<file path="src/rtl/vc_5_32_decode_scoreboard_if.sv">
// Allocation/release/lookup bundle for the 32-entry decode scoreboard.
interface vc_5_32_decode_scoreboard_if #(
  parameter int unsigned p_nbits     = 32,
  parameter int unsigned p_idx_nbits = 5
);
  localparam int unsigned c_cnt_nbits = $clog2(p_nbits + 1);

  logic                   set_val;
  logic                   set_rdy;
  logic [p_idx_nbits-1:0] set_idx;
  logic                   clr_val;
  logic [p_idx_nbits-1:0] clr_idx;
  logic [p_idx_nbits-1:0] chk_idx;
  logic                   chk_hit;
  logic [p_nbits-1:0]     mask;
  logic [p_nbits-1:0]     set_onehot;
  logic [c_cnt_nbits-1:0] count;
  logic                   full;
  logic                   empty;
  logic                   err;

  modport master (
    output set_val, set_idx, clr_val, clr_idx, chk_idx,
    input  set_rdy, chk_hit, mask, set_onehot, count, full, empty, err
  );

  modport slave (
    input  set_val, set_idx, clr_val, clr_idx, chk_idx,
    output set_rdy, chk_hit, mask, set_onehot, count, full, empty, err
  );
endinterface

</file>
<file path="src/rtl/vc_5_32_decode_scoreboard.sv">
// Slot scoreboard: decodes set/clear indices into one-hot updates of a
// registered valid-bit vector, with occupancy count and a sticky misuse flag.
module vc_5_32_decode_scoreboard #(
  parameter int unsigned p_nbits     = 32,
  parameter int unsigned p_idx_nbits = 5
) (
  input  logic                          clk,
  input  logic                          reset_n,
  vc_5_32_decode_scoreboard_if.slave    sb
);
  localparam int unsigned c_cnt_nbits = $clog2(p_nbits + 1);

  logic [p_nbits-1:0]     mask_q, mask_d;
  logic [p_nbits-1:0]     onehot_q, onehot_d;
  logic [c_cnt_nbits-1:0] count_q, count_d;
  logic                   err_q, err_d;

  logic [p_nbits-1:0]     set_dec, clr_dec;
  logic                   same_idx, set_rdy, set_go, clr_go;
  logic                   set_new, clr_old, bad_clr, bad_set;

  // Decode, handshake and next-state; a set to a slot released this cycle is allowed.
  always_comb begin
    set_dec  = p_nbits'(1) << sb.set_idx;
    clr_dec  = p_nbits'(1) << sb.clr_idx;
    same_idx = (sb.set_idx == sb.clr_idx);
    set_rdy  = ~mask_q[sb.set_idx] | (sb.clr_val & same_idx);
    set_go   = sb.set_val & set_rdy;
    clr_go   = sb.clr_val;

    set_new  = set_go & ~mask_q[sb.set_idx];
    clr_old  = clr_go & mask_q[sb.clr_idx] & ~(set_go & same_idx);
    bad_clr  = sb.clr_val & ~mask_q[sb.clr_idx] & ~(set_go & same_idx);
    bad_set  = sb.set_val & ~set_rdy;

    mask_d   = (mask_q & ~(clr_go ? clr_dec : '0)) | (set_go ? set_dec : '0);
    count_d  = count_q + c_cnt_nbits'(set_new) - c_cnt_nbits'(clr_old);
    onehot_d = set_go ? set_dec : '0;
    err_d    = err_q | bad_clr | bad_set;
  end

  always_ff @(posedge clk or negedge reset_n) begin
    if (!reset_n) begin
      mask_q   <= '0;
      onehot_q <= '0;
      count_q  <= '0;
      err_q    <= 1'b0;
    end else begin
      mask_q   <= mask_d;
      onehot_q <= onehot_d;
      count_q  <= count_d;
      err_q    <= err_d;
    end
  end

  // Flags come from the count register so they never see a combinational input path.
  always_comb begin
    sb.set_rdy    = set_rdy;
    sb.chk_hit    = mask_q[sb.chk_idx];
    sb.mask       = mask_q;
    sb.set_onehot = onehot_q;
    sb.count      = count_q;
    sb.full       = (count_q == c_cnt_nbits'(p_nbits));
    sb.empty      = (count_q == '0);
    sb.err        = err_q;
  end
endmodule

</file>
<file path="src/flat_wrapper.sv">
// flat-port wrapper written by rule: the top's interface ports become plain ports
module vc_5_32_decode_scoreboard_flat 
#(
  parameter int unsigned p_nbits     = 32,
  parameter int unsigned p_idx_nbits = 5
)
  (clk, reset_n, sb_set_val, sb_set_idx, sb_clr_val, sb_clr_idx, sb_chk_idx, sb_set_rdy, sb_chk_hit, sb_mask, sb_set_onehot, sb_count, sb_full, sb_empty, sb_err);
  vc_5_32_decode_scoreboard_if #(.p_nbits(p_nbits), .p_idx_nbits(p_idx_nbits)) sb_i ();
  input  logic clk;
  input  logic reset_n;
  input wire logic [$bits(sb_i.set_val)-1:0] sb_set_val;
  input wire logic [$bits(sb_i.set_idx)-1:0] sb_set_idx;
  input wire logic [$bits(sb_i.clr_val)-1:0] sb_clr_val;
  input wire logic [$bits(sb_i.clr_idx)-1:0] sb_clr_idx;
  input wire logic [$bits(sb_i.chk_idx)-1:0] sb_chk_idx;
  output wire logic [$bits(sb_i.set_rdy)-1:0] sb_set_rdy;
  output wire logic [$bits(sb_i.chk_hit)-1:0] sb_chk_hit;
  output wire logic [$bits(sb_i.mask)-1:0] sb_mask;
  output wire logic [$bits(sb_i.set_onehot)-1:0] sb_set_onehot;
  output wire logic [$bits(sb_i.count)-1:0] sb_count;
  output wire logic [$bits(sb_i.full)-1:0] sb_full;
  output wire logic [$bits(sb_i.empty)-1:0] sb_empty;
  output wire logic [$bits(sb_i.err)-1:0] sb_err;
  assign sb_i.set_val = sb_set_val;
  assign sb_i.set_idx = sb_set_idx;
  assign sb_i.clr_val = sb_clr_val;
  assign sb_i.clr_idx = sb_clr_idx;
  assign sb_i.chk_idx = sb_chk_idx;
  assign sb_set_rdy = sb_i.set_rdy;
  assign sb_chk_hit = sb_i.chk_hit;
  assign sb_mask = sb_i.mask;
  assign sb_set_onehot = sb_i.set_onehot;
  assign sb_count = sb_i.count;
  assign sb_full = sb_i.full;
  assign sb_empty = sb_i.empty;
  assign sb_err = sb_i.err;
  vc_5_32_decode_scoreboard #(.p_nbits(p_nbits), .p_idx_nbits(p_idx_nbits)) u_core (.clk(clk), .reset_n(reset_n), .sb(sb_i));
endmodule
</file>
<file path="config.mk">
export PLATFORM = sky130hd
export DESIGN_NAME = vc_5_32_decode_scoreboard_flat
export DESIGN_NICKNAME = d
export VERILOG_FILES = /design/src/rtl/vc_5_32_decode_scoreboard_if.sv /design/src/rtl/vc_5_32_decode_scoreboard.sv /design/src/flat_wrapper.sv
export SDC_FILE = /design/constraint.sdc
export NUM_CORES = 1
export LEC_CHECK = 0
export CORE_MARGIN = 2
export CORE_UTILIZATION = 45
export DETAILED_ROUTE_END_ITERATION = 6
export PLACE_DENSITY_LB_ADDON = 0.08
export SLEW_MARGIN = 20
export SYNTH_ARGS = -nofsm -noshare
export SYNTH_HDL_FRONTEND = slang
export SYNTH_SLANG_ARGS = --single-unit
</file>
<file path="constraint.sdc">
create_clock -name clk -period 4.35 [get_ports clk]
set_input_delay 1.305 -clock clk [delete_from_list [all_inputs] [get_ports clk]]
set_output_delay 1.305 -clock clk [all_outputs]
set_load 0.05 [all_outputs]
</file>
==> flow_metrics.tcl <==
set metrics [dict create \
    route.detailed.drc 0 \
    cts_buffers 9 \
    crit_cells 6 \
    die_area_um2 9160 \
    clock.fmax_ghz 0.234 \
    p_per_area_nw_per_um2 536 \
    layout-drive-gt1-share_pct 20.7 \
    yosysSeqAreaShare_pct 47.0 \
    crit_start "sb_chk_idx[0]" \
    synth.net_count 366 \
    end_kind "output port" \
    synth-main-ff-cell "dfrtp_1" \
    async_reset_ff_share_pct 100 \
    die_width_um 95.7 \
    drtAntennaViolNets 0 \
    slew_headroom_pct 43.6 \
    start_kind "input pin" \
    required_ns 3.04 \
    cpLargestDelayFamily "multiplexers" \
    cp_num_buf_inv 3 \
    path_max_fanout 8 \
    grt.total_usage_pct 27.2 \
    drv_slew 0 \
    via_count 3405 \
    diodes 0 \
    rr_startpoint "u_core.sb.mask[11]" \
    synth_cells 337 \
    arrival_ns 2.97 \
    syn-cell-area_um2 3780 \
    first_iter_violations 425 \
    reg2reg_slack_ns 1.29 \
    ff2ff_path_depth 13 \
    synth_edf_count 0 \
    ir_drop_mv 0.278 \
    die_h_um 95.7 \
    worstMarginPinSlew_ns 0.845 \
    yosys_warnings 0 \
    layout.nets 479 \
    antenna_found_initial 0 \
    r2r_end "u_core.sb.count[4]" \
    grt_setup_unrepaired "no" \
    htreeDepth 3 \
    crit_path_end "sb_chk_hit" \
    crit_path_max_incr_delay_ns 0.50 \
    port_buffers 93 \
    clk_pin_slew_worst_paths_ns 0.08 \
    hold_slack_ns 0.504 \
    p_leak_uw 0.00224 \
    syn_avg_cell_area_um2 11.2 \
    maxCapViolCount 0 \
    cp_common_cell "mux4_2" \
    syn2layout_area_growth_pct 41.2 \
    place_hpwl_um 8240 \
    path_cells "buf_2, buf_12, mux4_2, mux4_2, mux2_4, buf_8" \
    synth-seq-cells 71 \
    cts_sinks 71 \
    routedWlPerCell_um 21.0 \
    globalRouteOverflowTotal 0 \
    finalCritPeriodShare_pct 98.2 \
    finalPower_uw 2860 \
    status "finished, final reports clean" \
    drtPass1Iterations 5 \
    rows 33 \
    cts_tree "yes" \
    path_class "input pin to output port" \
    initial_core_util_pct 46.3 \
    setup_viol 0 \
    clk_latency_ns 0.34 \
    period_needed_ns 4.27 \
    vias_per_cell 6.08 \
    wl_um 11800 \
    min_path_type "flip-flop to flip-flop" \
    fp.coreArea_um2 8180 \
    cts.root.buffer_cell "clkbuf_8" \
    place.gp.congestion 0.917 \
    clock_path_buffers 2 \
    synth.distinct_cells 43 \
    skew_ns 0.0118 \
    grt_pass1_wl_um 18500 \
    hold_violations 0 \
    setup_tns_ns 0 \
    ios 94 \
    grt_max_degree 66 \
    cpMaxStageDelayCell "mux4_2" \
    grt_pass1_vias 3350 \
    worstHoldStart "u_core.sb.err" \
]
## sequential cells by signal (all words and copies together), names as in the netlist
signal	flops
u_core.sb.mask	32
u_core.sb.set_onehot	32
u_core.sb.count	6
u_core.sb.err	1
## cells in the final DEF (no fill, tap or decap), types with 2 or more instances in the layout
master            n
nand3_1           7
bufinv_16         3
mux2_2            6
nand2_1          14
a21oi_1           4
mux4_2           20
dlygate4sd2_1     4
o21ai_0          32
nand3b_1          4
ha_1              9
nand2b_1          6
buf_4            32
buf_6             4
nor2_1            9
a211oi_4          2
buf_12            3
inv_1             9
nor3_1           34
clkdlybuf4s50_1  82
buf_2             3
xnor2_1           4
nor2b_1           4
and4_1            2
o31ai_1          32
dfrtp_1          71
o22ai_1           3
xor2_1            4
inv_6             2
clkbuf_8          9
buf_8             2
mux2i_1           8
## cells by family after synthesis
group                      count (synthesis)  synth area share, %
AOI/OAI and AO/OA                         83                 14.5
xor gates and xnor gates                   9                 2.08
muxes                                     35                 16.1
DFF                                       71                 47.0
buffers and inverters                     41                 4.80
and+or+nand+nor                           88                 12.1
adders and majority gates                 10                 3.51
## routing by layer
metal | part of all wire (%) | GRT usage, % | wire [um] | vias to the layer above
met5 | 0 | 0 | 0 | -
met3 | 9.1 | 5.87 | 1070 | 33
met1 | 42 | 39.6 | 4910 | 1689
met4 | 2.9 | 10.6 | 342 | 0
met2 | 46 | 40.0 | 5450 | 198
li1 | - | - | - | 1485
## through the flow
stage	instances	utilization, %	area (um2)	worst slack, ns
after global routing	560	65.3	5340	0.00842
after global placement	539	61.2	5000	-0.369
after detailed placement	539	61.2	5000	-0.371
after CTS	557	64.8	5300	0.00459
after floorplan	337	-	3790	0.0243
final	560	65.3	5340	0.0778
## repair_timing
item                                    in CTS  in global routing
pin swaps                                    3                  7
cloned                                       1                  0
gates resized for setup                     20                  8
hold buffers                                 0                  0
setup buffers                                1                  4
endpoints found under the setup margin       2                  3
## power by group
group	switching, uW	internal (uW)	total (uW)	leakage (uW)
registers	148	771	920	0.000933
logic	771	513	1280	0.00118
clock network	274	387	661	0.000121
## final cells by class
type | count | area (um2)
inverter | 10 | 41.3
clock buffer | 10 | 128
multi-input combinational | 225 | 1850
sequential | 71 | 1780
tap | 105 | 131
fill | 643 | 2830
timing repair buffer | 133 | 1300
clock inverter | 6 | 116
## worst min path at each step
stage / to / slack, ns / cells past startpoint
floorplan: u_core.sb.err / 0.81 / 1
global placement: u_core.sb.err / 0.47 / 1
detailed placement: u_core.sb.err / 0.47 / 1
CTS: u_core.sb.err / 0.50 / 1
global route: u_core.sb.err / 0.51 / 1
finish: u_core.sb.err / 0.50 / 1
## cells in the mapped netlist (2+ instances only)
master	n	area [um2]
a211oi_2	2	25.0
a21oi_1	4	20.0
and4_1	2	17.5
buf_1	3	11.3
buf_2	10	50.1
buf_6	2	22.5
clkbuf_1	16	60.1
dfrtp_1	71	1780
ha_1	9	113
inv_1	10	37.5
mux2_2	7	78.8
mux2i_1	8	80.1
mux4_2	20	450
nand2_1	14	52.6
nand2b_1	6	37.5
nand3_1	7	35.0
nand3b_1	4	30.0
nor2_1	9	33.8
nor2b_1	4	25.0
nor3_1	34	170
o21ai_0	33	165
o22ai_1	3	18.8
o31ai_1	32	240
xnor2_1	4	35.0
xor2_1	5	43.8
No activity file was read; power rests on OpenSTA's default activity.
